**src/rtl/legv8_pkg.sv**
```systemverilog
// Shared LEGv8 encodings: next-PC source select and NZCV bit positions.
// Used by the PC/flags stage and by the control unit's condition logic.
package legv8_pkg;

   typedef enum logic [1:0] {
      PC_SRC_SEQ    = 2'b00,
      PC_SRC_BRANCH = 2'b01,
      PC_SRC_REG    = 2'b10,
      PC_SRC_RSVD   = 2'b11
   } pc_src_e;

   localparam int FLAG_N = 3;
   localparam int FLAG_Z = 2;
   localparam int FLAG_C = 1;
   localparam int FLAG_V = 0;

endpackage

```
**src/rtl/pc_flags_unit_cond_eval.sv**
```systemverilog
// cond_eval: combinational B.cond decode of a registered NZCV word.
// The carry bit plays no part in the signed/equality conditions decoded here.
module cond_eval
   import legv8_pkg::*;
(
   input  logic [3:0] flags,
   output logic       eq,
   output logic       ne,
   output logic       ge,
   output logic       lt,
   output logic       gt,
   output logic       le
);

   logic n_bit;
   logic z_bit;
   logic v_bit;

   // Decode equality and signed-compare conditions from N, Z and V.
   always_comb begin
      n_bit = flags[FLAG_N];
      z_bit = flags[FLAG_Z];
      v_bit = flags[FLAG_V];
      eq    = z_bit;
      ne    = ~z_bit;
      ge    = (n_bit == v_bit);
      lt    = (n_bit != v_bit);
      gt    = ~z_bit & (n_bit == v_bit);
      le    = z_bit | (n_bit != v_bit);
   end

endmodule

```
**src/rtl/pc_flags_unit.sv**
```systemverilog
// pc_flags_unit: architectural PC and NZCV flag registers of the single-cycle
// LEGv8 core, next-PC select, B.cond decode and a retired-instruction counter.
// Optional feature macro: PC_ALIGN_CHECK_EN enables a sticky misaligned-target
// fault that freezes the PC; without it align_fault is tied low.
module pc_flags_unit
   import legv8_pkg::*;
#(
   parameter int               XLEN     = 64,
   parameter logic [XLEN-1:0]  RESET_PC = '0,
   parameter int               CNT_W    = 32
) (
   input  logic             clk,
   input  logic             reset,
   input  logic             stall,
   input  logic [1:0]       pc_src,
   input  logic [XLEN-1:0]  branch_offset,
   input  logic [XLEN-1:0]  br_target,
   input  logic             set_flags,
   input  logic             alu_n,
   input  logic             alu_z,
   input  logic             alu_c,
   input  logic             alu_v,
   output logic [XLEN-1:0]  pc,
   output logic [XLEN-1:0]  pc_plus4,
   output logic [3:0]       flags,
   output logic             eq,
   output logic             ne,
   output logic             ge,
   output logic             lt,
   output logic             gt,
   output logic             le,
   output logic [CNT_W-1:0] retired,
   output logic             align_fault
);

   logic [XLEN-1:0] next_pc;
   logic [XLEN-1:0] branch_pc;
   logic            pc_load;

   // Sequential and PC-relative targets; the <<2 drops the offset's top two bits
   // and all additions wrap silently modulo 2^XLEN.
   always_comb begin
      pc_plus4  = pc + XLEN'(4);
      branch_pc = pc + {branch_offset[XLEN-3:0], 2'b00};
      case (pc_src)
         PC_SRC_BRANCH: next_pc = branch_pc;
         PC_SRC_REG:    next_pc = br_target;
         default:       next_pc = pc_plus4;
      endcase
   end

`ifdef PC_ALIGN_CHECK_EN
   logic misaligned;
   logic align_fault_q;

   // A misaligned target is never loaded; once faulted the PC stays frozen.
   always_comb begin
      misaligned = (next_pc[1:0] != 2'b00);
      pc_load    = ~align_fault_q & ~misaligned;
   end

   // Sticky fault, cleared only by reset.
   always_ff @(posedge clk) begin
      if (reset) begin
         align_fault_q <= 1'b0;
      end else if (!stall && misaligned) begin
         align_fault_q <= 1'b1;
      end
   end

   assign align_fault = align_fault_q;
`else
   assign pc_load     = 1'b1;
   assign align_fault = 1'b0;
`endif

   // PC register: advances on every non-stalled edge unless the target is blocked.
   always_ff @(posedge clk) begin
      if (reset) begin
         pc <= RESET_PC;
      end else if (!stall && pc_load) begin
         pc <= next_pc;
      end
   end

   // NZCV register: loaded only on flag-setting, non-stalled cycles.
   always_ff @(posedge clk) begin
      if (reset) begin
         flags <= 4'b0000;
      end else if (!stall && set_flags) begin
         flags <= {alu_n, alu_z, alu_c, alu_v};
      end
   end

   // Retired-instruction counter, wraps from all-ones to zero.
   always_ff @(posedge clk) begin
      if (reset) begin
         retired <= '0;
      end else if (!stall) begin
         retired <= retired + CNT_W'(1);
      end
   end

   cond_eval u_cond_eval (
      .flags (flags),
      .eq    (eq),
      .ne    (ne),
      .ge    (ge),
      .lt    (lt),
      .gt    (gt),
      .le    (le)
   );

endmodule
```
**config.mk**
```make
export PLATFORM = sky130hd
export DESIGN_NAME = pc_flags_unit
export DESIGN_NICKNAME = d
export VERILOG_FILES = /design/src/rtl/legv8_pkg.sv /design/src/rtl/pc_flags_unit_cond_eval.sv /design/src/rtl/pc_flags_unit.sv
export SDC_FILE = /design/constraint.sdc
export NUM_CORES = 1
export LEC_CHECK = 0
export CAP_MARGIN = 10
export CORE_UTILIZATION = 40
export DETAILED_ROUTE_END_ITERATION = 8
export PLACE_DENSITY_LB_ADDON = 0.1
export SKIP_CTS_REPAIR_TIMING = 1
export SLEW_MARGIN = 15
export SYNTH_ARGS = -nofsm -noshare
export SYNTH_HDL_FRONTEND = slang
export SYNTH_HIERARCHICAL = 1
export SYNTH_SLANG_ARGS = --single-unit
```
**constraint.sdc**
```tcl
create_clock -name clk -period 3.4 [get_ports clk]
set_input_delay 1.02 -clock clk [delete_from_list [all_inputs] [get_ports clk]]
set_output_delay 1.02 -clock clk [all_outputs]
set_load 0.01 [all_outputs]
```
# Yosys cells after proc, flatten, opt, wreduce, memory -nomap -nowiden
# Cells that the tools add are included.
dict set report classes {
  reduce_logical 2
  addsub 3
  bitwise_logic 3
  eq_ne 4
  mux 1
}
# operator n
set op_table {}
lappend op_table {{$pmux 64 s2} 1}
lappend op_table {{$add 64x3->64 const B} 1}
lappend op_table {{$add 64x64->64} 1}
lappend op_table {{$add 32x1->32 const B} 1}
lappend op_table {{$eq 2x1->1 const B} 1}
lappend op_table {{$eq 2x2->1 const B} 1}
lappend op_table {{$and 1x1->1} 1}
lappend op_table {{$eq 1x1->1} 1}
lappend op_table {{$logic_and 1x1->1} 1}
lappend op_table {{$logic_not 1->1} 1}
lappend op_table {{$ne 1x1->1} 1}
lappend op_table {{$not 1->1} 1}
lappend op_table {{$or 1x1->1} 1}
dict set report word_totals {
  inputBits 138
  regBits 100
}

# Logic depth before layout (Yosys ltp)
dict set report logic_depth {
  depth_word 2
  ltp_mapped 12
}

# Hierarchy
# The synthesis kept the hierarchy.
# module cells_each instances seq_area_each_um2 area_each_um2
set by_module_without_submodules {}
lappend by_module_without_submodules {pc_flags_unit 1387 1 2001.9 10074.7}
lappend by_module_without_submodules {cond_eval 6 1 0.0 41.3}

# Least setup slack after synthesis
# No wires, ideal clock.
dict set report synth_timing {
  kind {input port to flip-flop}
  from {in branch_offset[0]}
  to {reg pc[52]}
  path_stages 12
  slack_ns -0.165
  setup_ns 0.074
  path_buffers 0
  arrival_time_ns 3.490
  cell_sequence {ha_1 fa_1 a21oi_1 nor2_1 o211ai_2 a21oi_1 or3b_1 o211ai_2 a211oi_1 or3_1 a31o_1 o21ai_0}
}
dict set report synth_via {
  elab_chain_len 2
}
# item line_no
set synth_rtl {}
lappend synth_rtl {{start, declared} pc_flags_unit.sv:16} ;# input logic [XLEN-1:0] branch_offset,
lappend synth_rtl {{$add 64x64->64} pc_flags_unit.sv:44} ;# branch_pc = pc + {branch_offset[XLEN-3:0], 2'b00};
lappend synth_rtl {{$pmux 64 s2} pc_flags_unit.sv:45} ;# case (pc_src)
lappend synth_rtl {{end signal, assigned} pc_flags_unit.sv:82} ;# pc <= next_pc;
lappend synth_rtl {{end, declared} pc_flags_unit.sv:23} ;# output logic [XLEN-1:0] pc,
# Every way passes these cells.
# A chain may end at the register's enable or synchronous reset.

# Worst setup path after layout
dict set report layout_timing {
  from {reg pc[13]}
  to {out pc_plus4[35]}
}
dict set report layout_via {
  elab_chain_len 1
}
# item line_no
set layout_rtl {}
lappend layout_rtl {{$add 64x3->64} pc_flags_unit.sv:43} ;# pc_plus4 = pc + XLEN'(4);
lappend layout_rtl {{end, declared} pc_flags_unit.sv:24} ;# output logic [XLEN-1:0] pc_plus4,
# Every way passes these cells.

==> impl_metrics.ini <==
[worst_setup_path]
arrival_ns = 2.59
path_class = reg -> out
required_ns = 2.38
end_kind = primary output
ff2ff_setup_slack_ns = 0.05
cp_max_fo = 3
cp-start-kind = flip-flop

[clock_network]
cts_buffer_depth = 2
cts_buffers = 9
path_clk_slew_ns = 0.10
cts_tree = yes
htreeDepth = 3
cts.sinks = 100
clk_latency_ns = 0.38
cts_root_buffer = clkbuf_16

[timing]
fmax_ghz = 0.277
slew_headroom = 0.457
setup_viol = 22
rsz0062_at_grt = yes
worstMarginPinSlew_ns = 0.814
period_needed_ns = 3.61
fin_hold_ws_ns = 0.509
setup_ws_ns = -0.210
final_hold_viol_count = 0
finClkSkew_ns = 0.0243
setup_tns_ns = -1.71
period_share = 1.06
slew_violations = 0

[synthesis]
yosysMostFrequentCell = nor2_1
synth.area.top_cells = dfxtp_1, ha_1, xnor2_1
synth_top_area_cell = dfxtp_1
ys_top_cells_by_count = nor2_1, nand2_1, a21oi_1, dfxtp_1, o21ai_0
synth.yosys.seq_area_share = 0.198
synth_nets = 1597
synth_top_area_frac = 0.198
ys_ff_latch = 100
syn_area_um2 = 10100
syn_avg_cell_area_um2 = 7.26
ys.flop_type = dfxtp_1
synthArstFlopShare = 0
synthCells = 1393
synth_cell_types = 85
synth_edf_count = 0
ys_warn_count = 6

[placed_design]
dp_cells = 2255
place_congestion = 0.961
place_ws_ns = -1.04
port-buffer-count = 305
dp_hpwl_um = 33900
placed_area_um2 = 15700

[cells_and_area]
syn_to_final_growth_pct = 76.5
final_core_util = 0.728
num-nets-final = 2185
fillCellCount = 1972
fin_cells = 2310
drive_above_1_share = 0.335
fin_area_um2 = 17900
diodes = 0

[outcome]
violations = negative setup slack
status = finished, violations left

[job]
maxCapViolCount = 0

[floorplan]
start_util = 0.412
die_h_um = 161
die_w_um = 161
coreArea_um2 = 24500
ios = 309
dieArea_um2 = 25900
rows = 57

[power]
totalPowerFinal_mw = 4.81
peakVddDrop_mv = 0.259
power_density_nw_per_um2 = 269
p_leak_nw = 8.17

[global_routing]
grt_pass1_wl_um = 66800
grt_start_max_net_pins = 79
grt_overflow = 0
grt.total_usage = 0.326
grt_pass1_vias = 12500
antenna_found_initial = 0

[routing]
initialDrtViolationCount = 967
avgViaCountPerCell = 5.76
num_vias = 13300
postRouteWirelength_um = 46000
ant_nets = 0
drt-pass1-iter-count = 5
routedWlPerCell_um = 19.9
route.detailed.drc = 0

[min_path]
hp-class = reg -> reg
[registers in the layout, indices dropped and copies added, names as in the netlist]
| name | flops |
|---|---|
| flags | 4 |
| retired | 32 |
| pc | 64 |
[critical path, stage by stage (launching register included)]
cell	delay (ns)
dfxtp_2	0.36
nand4_1	0.14
nor2_1	0.13
buf_4	0.17
nand4_1	0.15
buf_4	0.19
or3_4	0.40
buf_6	0.13
or2_4	0.24
xnor2_2	0.14
buf_2	0.15
[logic make-up after synthesis]
kind of cell    Yosys count  share of synthesized area
compound gates          446                      0.291
xor+xnor                139                      0.122
fa+ha+maj                66                     0.0824
buf+inv                 136                     0.0534
flops                   100                      0.198
mux                       8                    0.00792
other cells               1                   0.000371
simple gates            497                      0.245
[metal layers]
layer | part of all wire | track usage | wire, µm | vias up
met5 | 0 | 0 | 0 | -
met4 | 0.042 | 0.143 | 1920 | 0
met3 | 0.067 | 0.0529 | 3080 | 120
met2 | 0.48 | 0.552 | 22200 | 595
met1 | 0.41 | 0.406 | 18800 | 6338
li1 | - | - | - | 6251
[cell type report]
type	instances	area (µm²)	area share
Clock buffer	10	239	0.0134
Clock inverter	6	63.8	0.00357
Inverter	39	146	0.00820
Multi-Input combinational cell	1157	9060	0.508
Sequential cell	100	2030	0.114
Tap cell	324	405	0.0227
Timing Repair Buffer	674	5910	0.331
[final timing paths]
kind	start	to	cells after the start
min reg2reg	retired[22]	retired[22]	2
max reg2reg	pc[2]	pc[32]	14
max	pc[13]	pc_plus4[35]	10
min	retired[22]	retired[22]	2
[power breakdown]
part	switching (mW)	internal [mW]
sequential	0.0641	1.23
combinational	1.20	1.19
clock	0.581	0.542
total	1.84	2.96
[cell usage in the layout, fill, tap and decap left out, types with 21 or more instances in the layout]
master             n
nor2_1           121
buf_4            346
ha_4              33
clkdlybuf4s50_1  211
a21oi_1           96
buf_6             22
dfxtp_1           84
and3_1            22
a221oi_1          21
nor3_1            25
xor2_1            50
nand4_1           29
xnor2_1           60
buf_2             26
xnor2_2           21
dlymetal6s2s_1    53
nand2_1          124
ha_1              29
o21ai_0           62
inv_1             36
a21o_1            42
nand3_1           30
Note: power is estimated with default switching activity, not from simulation.
